===== src/rtl/barcode_gen.sv =====
// barcode_gen: queued station-ID transmitter that serialises IDs onto the single-wire BC line
// as pulse-width-coded cells (start cell, ID_W data cells MSB first, optional even-parity cell).
// Latency: send at edge k -> LOAD at edge k+1 -> BC falls after edge k+2; frames are separated by GAP idle clocks plus LOAD.
// Backpressure: DEPTH-entry queue; a send while full with no pop in the same cycle is dropped and overflow pulses.
// Optional feature: define BC_PARITY_EN to append an even-parity cell after the data cells.
// Ports: clk, rst_n (async active-low); period/send/station_ID in; BC, BC_done, busy, full, empty, overflow out.
module barcode_gen #(
  parameter int ID_W  = 8,
  parameter int DEPTH = 4,
  parameter int PER_W = 22,
  parameter int GAP   = 64
) (
  input  logic             clk,
  input  logic             rst_n,
  input  logic [PER_W-1:0] period,
  input  logic             send,
  input  logic [ID_W-1:0]  station_ID,
  output logic             BC,
  output logic             BC_done,
  output logic             busy,
  output logic             full,
  output logic             empty,
  output logic             overflow
);

  localparam int AW = $clog2(DEPTH);
  localparam int GW = $clog2(GAP + 1);
`ifdef BC_PARITY_EN
  localparam int NCELL = ID_W + 2;
`else
  localparam int NCELL = ID_W + 1;
`endif
  localparam int CW = $clog2(NCELL + 1);

  localparam logic [2:0] S_IDLE = 3'd0;
  localparam logic [2:0] S_LOAD = 3'd1;
  localparam logic [2:0] S_LO   = 3'd2;
  localparam logic [2:0] S_HI   = 3'd3;
  localparam logic [2:0] S_GAP  = 3'd4;

  logic [ID_W-1:0]  mem_q [DEPTH];
  logic [AW:0]      wr_ptr_q, wr_ptr_d, rd_ptr_q, rd_ptr_d;
  logic [2:0]       state_q, state_d;
  logic [PER_W-1:0] cnt_q, cnt_d, p_q, p_d;
  logic [GW-1:0]    gap_q, gap_d;
  logic [CW-1:0]    cell_q, cell_d;
  logic [ID_W-1:0]  sreg_q, sreg_d;
  logic             par_q, par_d;
  logic             bc_q, bc_d, done_q, done_d, busy_q, busy_d, ovf_q, ovf_d;

  logic             pop, push_ok, cur_bit, last_cell;
  logic [ID_W-1:0]  head;
  logic [PER_W-1:0] lo_w, p_clamped;

  // Wrap bit distinguishes full from empty when the index bits match.
  assign empty = (wr_ptr_q == rd_ptr_q);
  assign full  = (wr_ptr_q[AW] != rd_ptr_q[AW]) && (wr_ptr_q[AW-1:0] == rd_ptr_q[AW-1:0]);

  assign head    = mem_q[rd_ptr_q[AW-1:0]];
  assign pop     = (state_q == S_LOAD);
  // A pop in the same cycle frees the slot being written, so a full queue still accepts.
  assign push_ok = send && (!full || pop);

  assign p_clamped = (period < PER_W'(4)) ? PER_W'(4) : period;
  assign last_cell = (cell_q == CW'(NCELL - 1));
`ifdef BC_PARITY_EN
  assign cur_bit = last_cell ? par_q : sreg_q[ID_W-1];
`else
  assign cur_bit = sreg_q[ID_W-1];
`endif
  assign lo_w = (cell_q == '0) ? (p_q >> 1) :
                cur_bit        ? (p_q >> 2) : (p_q - (p_q >> 2));

  always_comb begin
    state_d  = state_q;
    cnt_d    = cnt_q;
    gap_d    = gap_q;
    cell_d   = cell_q;
    sreg_d   = sreg_q;
    par_d    = par_q;
    p_d      = p_q;
    wr_ptr_d = push_ok ? wr_ptr_q + 1'b1 : wr_ptr_q;
    rd_ptr_d = pop ? rd_ptr_q + 1'b1 : rd_ptr_q;
    case (state_q)
      S_IDLE: if (!empty) state_d = S_LOAD;
      S_LOAD: begin
        sreg_d  = head;
        par_d   = ^head;
        p_d     = p_clamped;
        cell_d  = '0;
        cnt_d   = '0;
        state_d = S_LO;
      end
      // cnt runs 0..P-1 across the whole cell; LO owns the first lo_w counts.
      S_LO: begin
        cnt_d = cnt_q + 1'b1;
        if (cnt_q == lo_w - 1'b1) state_d = S_HI;
      end
      S_HI: begin
        if (cnt_q == p_q - 1'b1) begin
          cnt_d = '0;
          if (last_cell) begin
            state_d = S_GAP;
            gap_d   = '0;
          end else begin
            state_d = S_LO;
            cell_d  = cell_q + 1'b1;
            // The start cell carries no data, so the first shift follows the first data cell.
            if (cell_q != '0) sreg_d = sreg_q << 1;
          end
        end else begin
          cnt_d = cnt_q + 1'b1;
        end
      end
      S_GAP: begin
        if (gap_q == GW'(GAP - 1)) state_d = empty ? S_IDLE : S_LOAD;
        else gap_d = gap_q + 1'b1;
      end
      default: state_d = S_IDLE;
    endcase
    // Outputs are registered from the next-state view so they line up with the state they describe.
    bc_d   = (state_d != S_LO);
    done_d = (state_d == S_HI) && (cnt_d == p_d - 1'b1) && (cell_d == CW'(NCELL - 1));
    busy_d = (state_d != S_IDLE);
    ovf_d  = send && full && !pop;
  end

  always_ff @(posedge clk) begin
    if (push_ok) mem_q[wr_ptr_q[AW-1:0]] <= station_ID;
  end

  always_ff @(posedge clk or negedge rst_n) begin
    if (!rst_n) begin
      wr_ptr_q <= '0;
      rd_ptr_q <= '0;
      state_q  <= S_IDLE;
      cnt_q    <= '0;
      gap_q    <= '0;
      cell_q   <= '0;
      sreg_q   <= '0;
      par_q    <= 1'b0;
      p_q      <= '0;
      bc_q     <= 1'b1;
      done_q   <= 1'b0;
      busy_q   <= 1'b0;
      ovf_q    <= 1'b0;
    end else begin
      wr_ptr_q <= wr_ptr_d;
      rd_ptr_q <= rd_ptr_d;
      state_q  <= state_d;
      cnt_q    <= cnt_d;
      gap_q    <= gap_d;
      cell_q   <= cell_d;
      sreg_q   <= sreg_d;
      par_q    <= par_d;
      p_q      <= p_d;
      bc_q     <= bc_d;
      done_q   <= done_d;
      busy_q   <= busy_d;
      ovf_q    <= ovf_d;
    end
  end

  assign BC       = bc_q;
  assign BC_done  = done_q;
  assign busy     = busy_q;
  assign overflow = ovf_q;

endmodule


===== config.mk =====
export PLATFORM = sky130hd
export DESIGN_NAME = barcode_gen
export DESIGN_NICKNAME = d
export VERILOG_FILES = /design/src/rtl/barcode_gen.sv
export SDC_FILE = /design/constraint.sdc
export NUM_CORES = 1
export LEC_CHECK = 0
export BUFFER_PORTS_ARGS = -buffer_cell sky130_fd_sc_hd__buf_2
export CAP_MARGIN = 20
export CORE_ASPECT_RATIO = 1.25
export CORE_MARGIN = 2
export CORE_UTILIZATION = 30
export DETAILED_ROUTE_END_ITERATION = 10
export PLACE_DENSITY = 0.44
export SYNTH_ARGS = -nofsm -noshare
export SYNTH_HDL_FRONTEND = slang
export SYNTH_SLANG_ARGS = --single-unit

===== constraint.sdc =====
create_clock -name clk -period 7.4 [get_ports clk]
set_input_delay 0.37 -clock clk [delete_from_list [all_inputs] [get_ports clk]]
set_output_delay 0.37 -clock clk [all_outputs]
set_load 0.05 [all_outputs]

==> metrics.log <==
INFO  metric synthesis.nets = around 1100
INFO  metric post_cts_sizing_count = 0
INFO  metric finish.net_count = about 1100
INFO  metric grt_first_pass_wirelength = approximately 46000 µm
INFO  metric die_width = between 150 and 200 µm
INFO  metric drt_pass1_iterations = 5
INFO  metric wl = 29600 µm
INFO  metric number_of_synthesized_flops_with_an_enable_pin = 32
INFO  metric initial_antenna_violation_count = 0
INFO  metric worst_hold_start = station_ID[1]
INFO  metric reg2regPathDepth = 14
INFO  metric ys_async_sr_fraction = approximately 70%
INFO  metric synthCells = approximately 1100
INFO  metric cap_violations = 0
INFO  metric met3WireLength = around 550 µm
INFO  metric globalRoute.totalOverflow = 0
INFO  metric status = completed
INFO  metric cp-start-kind = flip-flop
INFO  metric drt-wirelength-per-cell = 20.2 µm
INFO  metric hold_path_class = in -> reg
INFO  metric numPortBuffers = 38
INFO  metric detail_route.wirelength.met1 = about 13000 µm
INFO  metric most_common_library_cell_in_the_layout_ignoring_fill_and_taps = nand2_1
INFO  metric filler_cell_count_in_the_final_layout = approximately 3300
INFO  metric antennaDiodeCount = 0
INFO  metric postSynth.topFlopCell = dfrtp_1
INFO  metric tritoncts_num_sinks = about 110
INFO  metric finalHoldViolations = 0
INFO  metric post-synth-top-area-fraction = between 20 and 25%
INFO  metric p_leak = ~0.004 µW
INFO  metric clk_root_buffer_cell = clkbuf_16
INFO  metric finalClockSkew = roughly 0.01 ns
INFO  metric worstHoldPathCells = 1
INFO  metric timing_worst_slew_pin_value = ~1.1 ns
INFO  metric worst_hold_path.endpoint = mem_q[2][1]
INFO  metric drt-initial-drc-count = between 400 and 500
INFO  metric regToRegStartpoint = p_q[7]
INFO  metric cts_buf_count = 9
INFO  metric finalCriticalPeriod = between 5 and 6 ns
INFO  metric critical-path-max-stage-delay = 0.75 ns
INFO  metric first_global_vias = between 7000 and 8000
INFO  metric yosysWarningCount = 0
INFO  metric start_util = a little under a third
INFO  metric core.rowCount = 71
INFO  metric flip_flop_and_latch_count_after_synthesis = 108
INFO  metric drv_slew = 0
INFO  metric placeable_area = roughly 30000 µm²
INFO  metric tritoncts_clock_tree = yes
INFO  metric gr-usage-all-layers = a little under a fifth
INFO  metric post-place-ws = around 1.9 ns
INFO  metric worstPathMaxFanout = 11
INFO  metric synth.largest_area_cell = dfrtp_1
INFO  metric yosys-top-cells-area = dfrtp_1 21%, edfxtp_1 11%, xnor2_1 7.2%, xor2_1 4.6%, ha_1 4.4%
INFO  metric clock_slew_at_reported_path_ffs = roughly 0.070 ns
INFO  metric critical_path.slowest_cell = a211oi_1
INFO  metric final-setup-viol-count = 0
INFO  metric ios = 39
INFO  metric clock_insertion_delay_worst_skew = approximately 0.35 ns
INFO  metric r2r_slack = ~1.9 ns
INFO  metric grt_setup_unrepaired = false
INFO  metric power_per_cell_area = around 500 nW/µm²
INFO  metric post-route-worst-setup-slack = 1.93 ns
INFO  metric setup-tns-final = 0 ns
INFO  metric yosysUniqueCellTypes = 87
INFO  metric die_h = 199 µm
INFO  metric vdd_ir_drop_max = about 0.00019 V
INFO  metric area_growth = 8.98%
INFO  metric cp_cell_sequence = inv_1 -> ha_1 -> nand4_1 -> a211oi_1 -> nor2_1 -> a31o_2 -> a211oi_1 -> nand3_1 -> nor3_1 -> nand2_1 -> a2111oi_0 -> a41oi_1 -> a211oi_2 -> and4_1
INFO  metric postRouteAntennaNets = 0
INFO  metric max_clock_freq = about 180 MHz
INFO  metric die_area = 31800 µm²
INFO  metric total_number_of_h_tree_levels = 3
INFO  metric cp.required = roughly 7.7 ns
INFO  metric crit_top_cell = a211oi_1
INFO  metric critPathKind = reg -> reg
INFO  metric final.hold.worst_slack = ~0.23 ns
INFO  metric endpoint_kind = flip-flop
INFO  metric route.detailed.vias_per_inst = 5.38
INFO  metric topRoutingLayerUsed = met4
INFO  metric relSlewSlack = 28.0%
INFO  metric layout.cells.most_common_list = 93 x nand2_1, 89 x nor2_1, 75 x dfrtp_1, 75 x xnor2_1, 62 x o21ai_0
INFO  metric met2WireLength = around 16000 µm
INFO  metric drc_errors = 0
INFO  metric reg2reg_to = BC_done
INFO  metric dp.final_hpwl = between 20000 and 25000 µm
INFO  metric ys_seq_area_share = 31.4%
INFO  metric post_synth_instance_area = 9110 µm²
INFO  metric max-clock-path-buffers = 2
INFO  metric post_route_cells_drive_above_1_share = 10.6%
INFO  metric maximum_number_of_pins_on_one_net_before_global_route_repair = 61
INFO  metric synth.avg_cell_area = ~8.6 µm²
INFO  metric layout_worst_path_cycle_share = between 70% and 80%
INFO  metric crit_arrival = ~5.8 ns
INFO  metric globalplace.congestion = between 0.8 and 0.9
INFO  metric vias = 7881
[area by class of cell]
| cell class | instances | area [µm²] | share of cell area [%] |
|---|---|---|---|
| multi-input combinational | 843 | 5820 | 58.7 |
| sequential | 108 | 2860 | 28.8 |
| tap | 401 | 502 | 5.05 |
| timing repair buffer | 49 | 278 | 2.80 |
| clock buffer | 11 | 233 | 2.34 |
| inverter | 49 | 184 | 1.85 |
| clock inverter | 5 | 45.0 | 0.454 |
[how the worst max path moves through the flow]
stage	depth (start not counted)	startpoint	end	slack, ns
global placement	14	p_q[7]	BC_done	2.04
floorplan	20	state_q[2]	BC_done	2.99
finish	14	p_q[7]	BC_done	1.93
global route	14	p_q[7]	BC_done	1.61
CTS	14	p_q[7]	BC_done	1.97
detailed placement	18	period[16]	BC_done	1.92
[state kept, by name, indices dropped and copies added, names as in the netlist, 3 cells and up]
name	flops
wr_ptr_q	3
gap_q	7
mem_q	32
state_q	3
cnt_q	22
p_q	22
rd_ptr_q	3
sreg_q	8
cell_q	4
[stage by stage]
step	instances	area [µm²]	total power, µW	util, %
final	1466	9930	4830	33.1
after global routing	1466	9930	5240	33.1
after CTS	1466	9930	4850	33.1
after detailed placement	1449	9640	4360	32.1
after global placement	1449	9640	4380	32.1
after floorplan	1058	9110	3500	-
[cell usage after synthesis, types with 7 or more instances]
master / n
or3_1: 7
and3_1: 13
nor2b_1: 11
dfrtp_1: 75
or4_1: 8
mux4_2: 8
nand3_1: 38
clkbuf_1: 38
nand2_1: 93
o21ai_0: 62
mux2_2: 9
nor3_1: 36
buf_2: 11
a31oi_1: 15
nand4_1: 22
xnor2_1: 75
nor4_1: 20
or2_2: 7
xor2_1: 48
nand2b_1: 12
mux2i_1: 30
inv_1: 48
a211oi_1: 8
a21oi_1: 49
o211ai_1: 7
and2_1: 10
a21o_1: 8
ha_1: 32
edfxtp_1: 32
nor2_1: 89
[repair_timing]
| action | 4_1_cts | 5_1_grt |
|---|---|---|
| endpoints found under the hold margin | 16 | 0 |
| buffers inserted | 0 | 0 |
| hold buffers | 1 | 0 |
[logic make-up (layout without fill, tap and decap cells)]
kind of cell	Yosys count	count (layout)	share of synthesized area, %
flops	108	108	31.4
buf+inv	107	114	4.77
fa+ha+maj	33	33	4.61
simple gates	397	397	22.4
compound gates	242	242	18.3
xor+xnor	124	124	12.1
mux	47	47	6.39
[per-layer routing]
layer | vias up | global-route usage, %
met5 | - | 0
met4 | 0 | 5.77
met3 | 32 | 1.23
li1 | 3861 | -
met1 | 3858 | 22.0
met2 | 130 | 35.5
[worst max-delay path, delay by kind of cell, from the launching register on]
kind	cells	cell delay, ns
adders and majority gates	1	0.52
buffers and inverters	1	0.24
DFF	1	0.63
and+or+nand+nor	6	1.25
AOI/OAI and AO/OA	6	2.78
[power by group]
part           switching, µW  leakage, µW  total (µW)  internal (µW)
combinational           1970      0.00250        3260           1300
sequential               327      0.00126        1100            777
clock                    229     0.000132         463            234
Note: power is estimated with default switching activity, not from simulation.
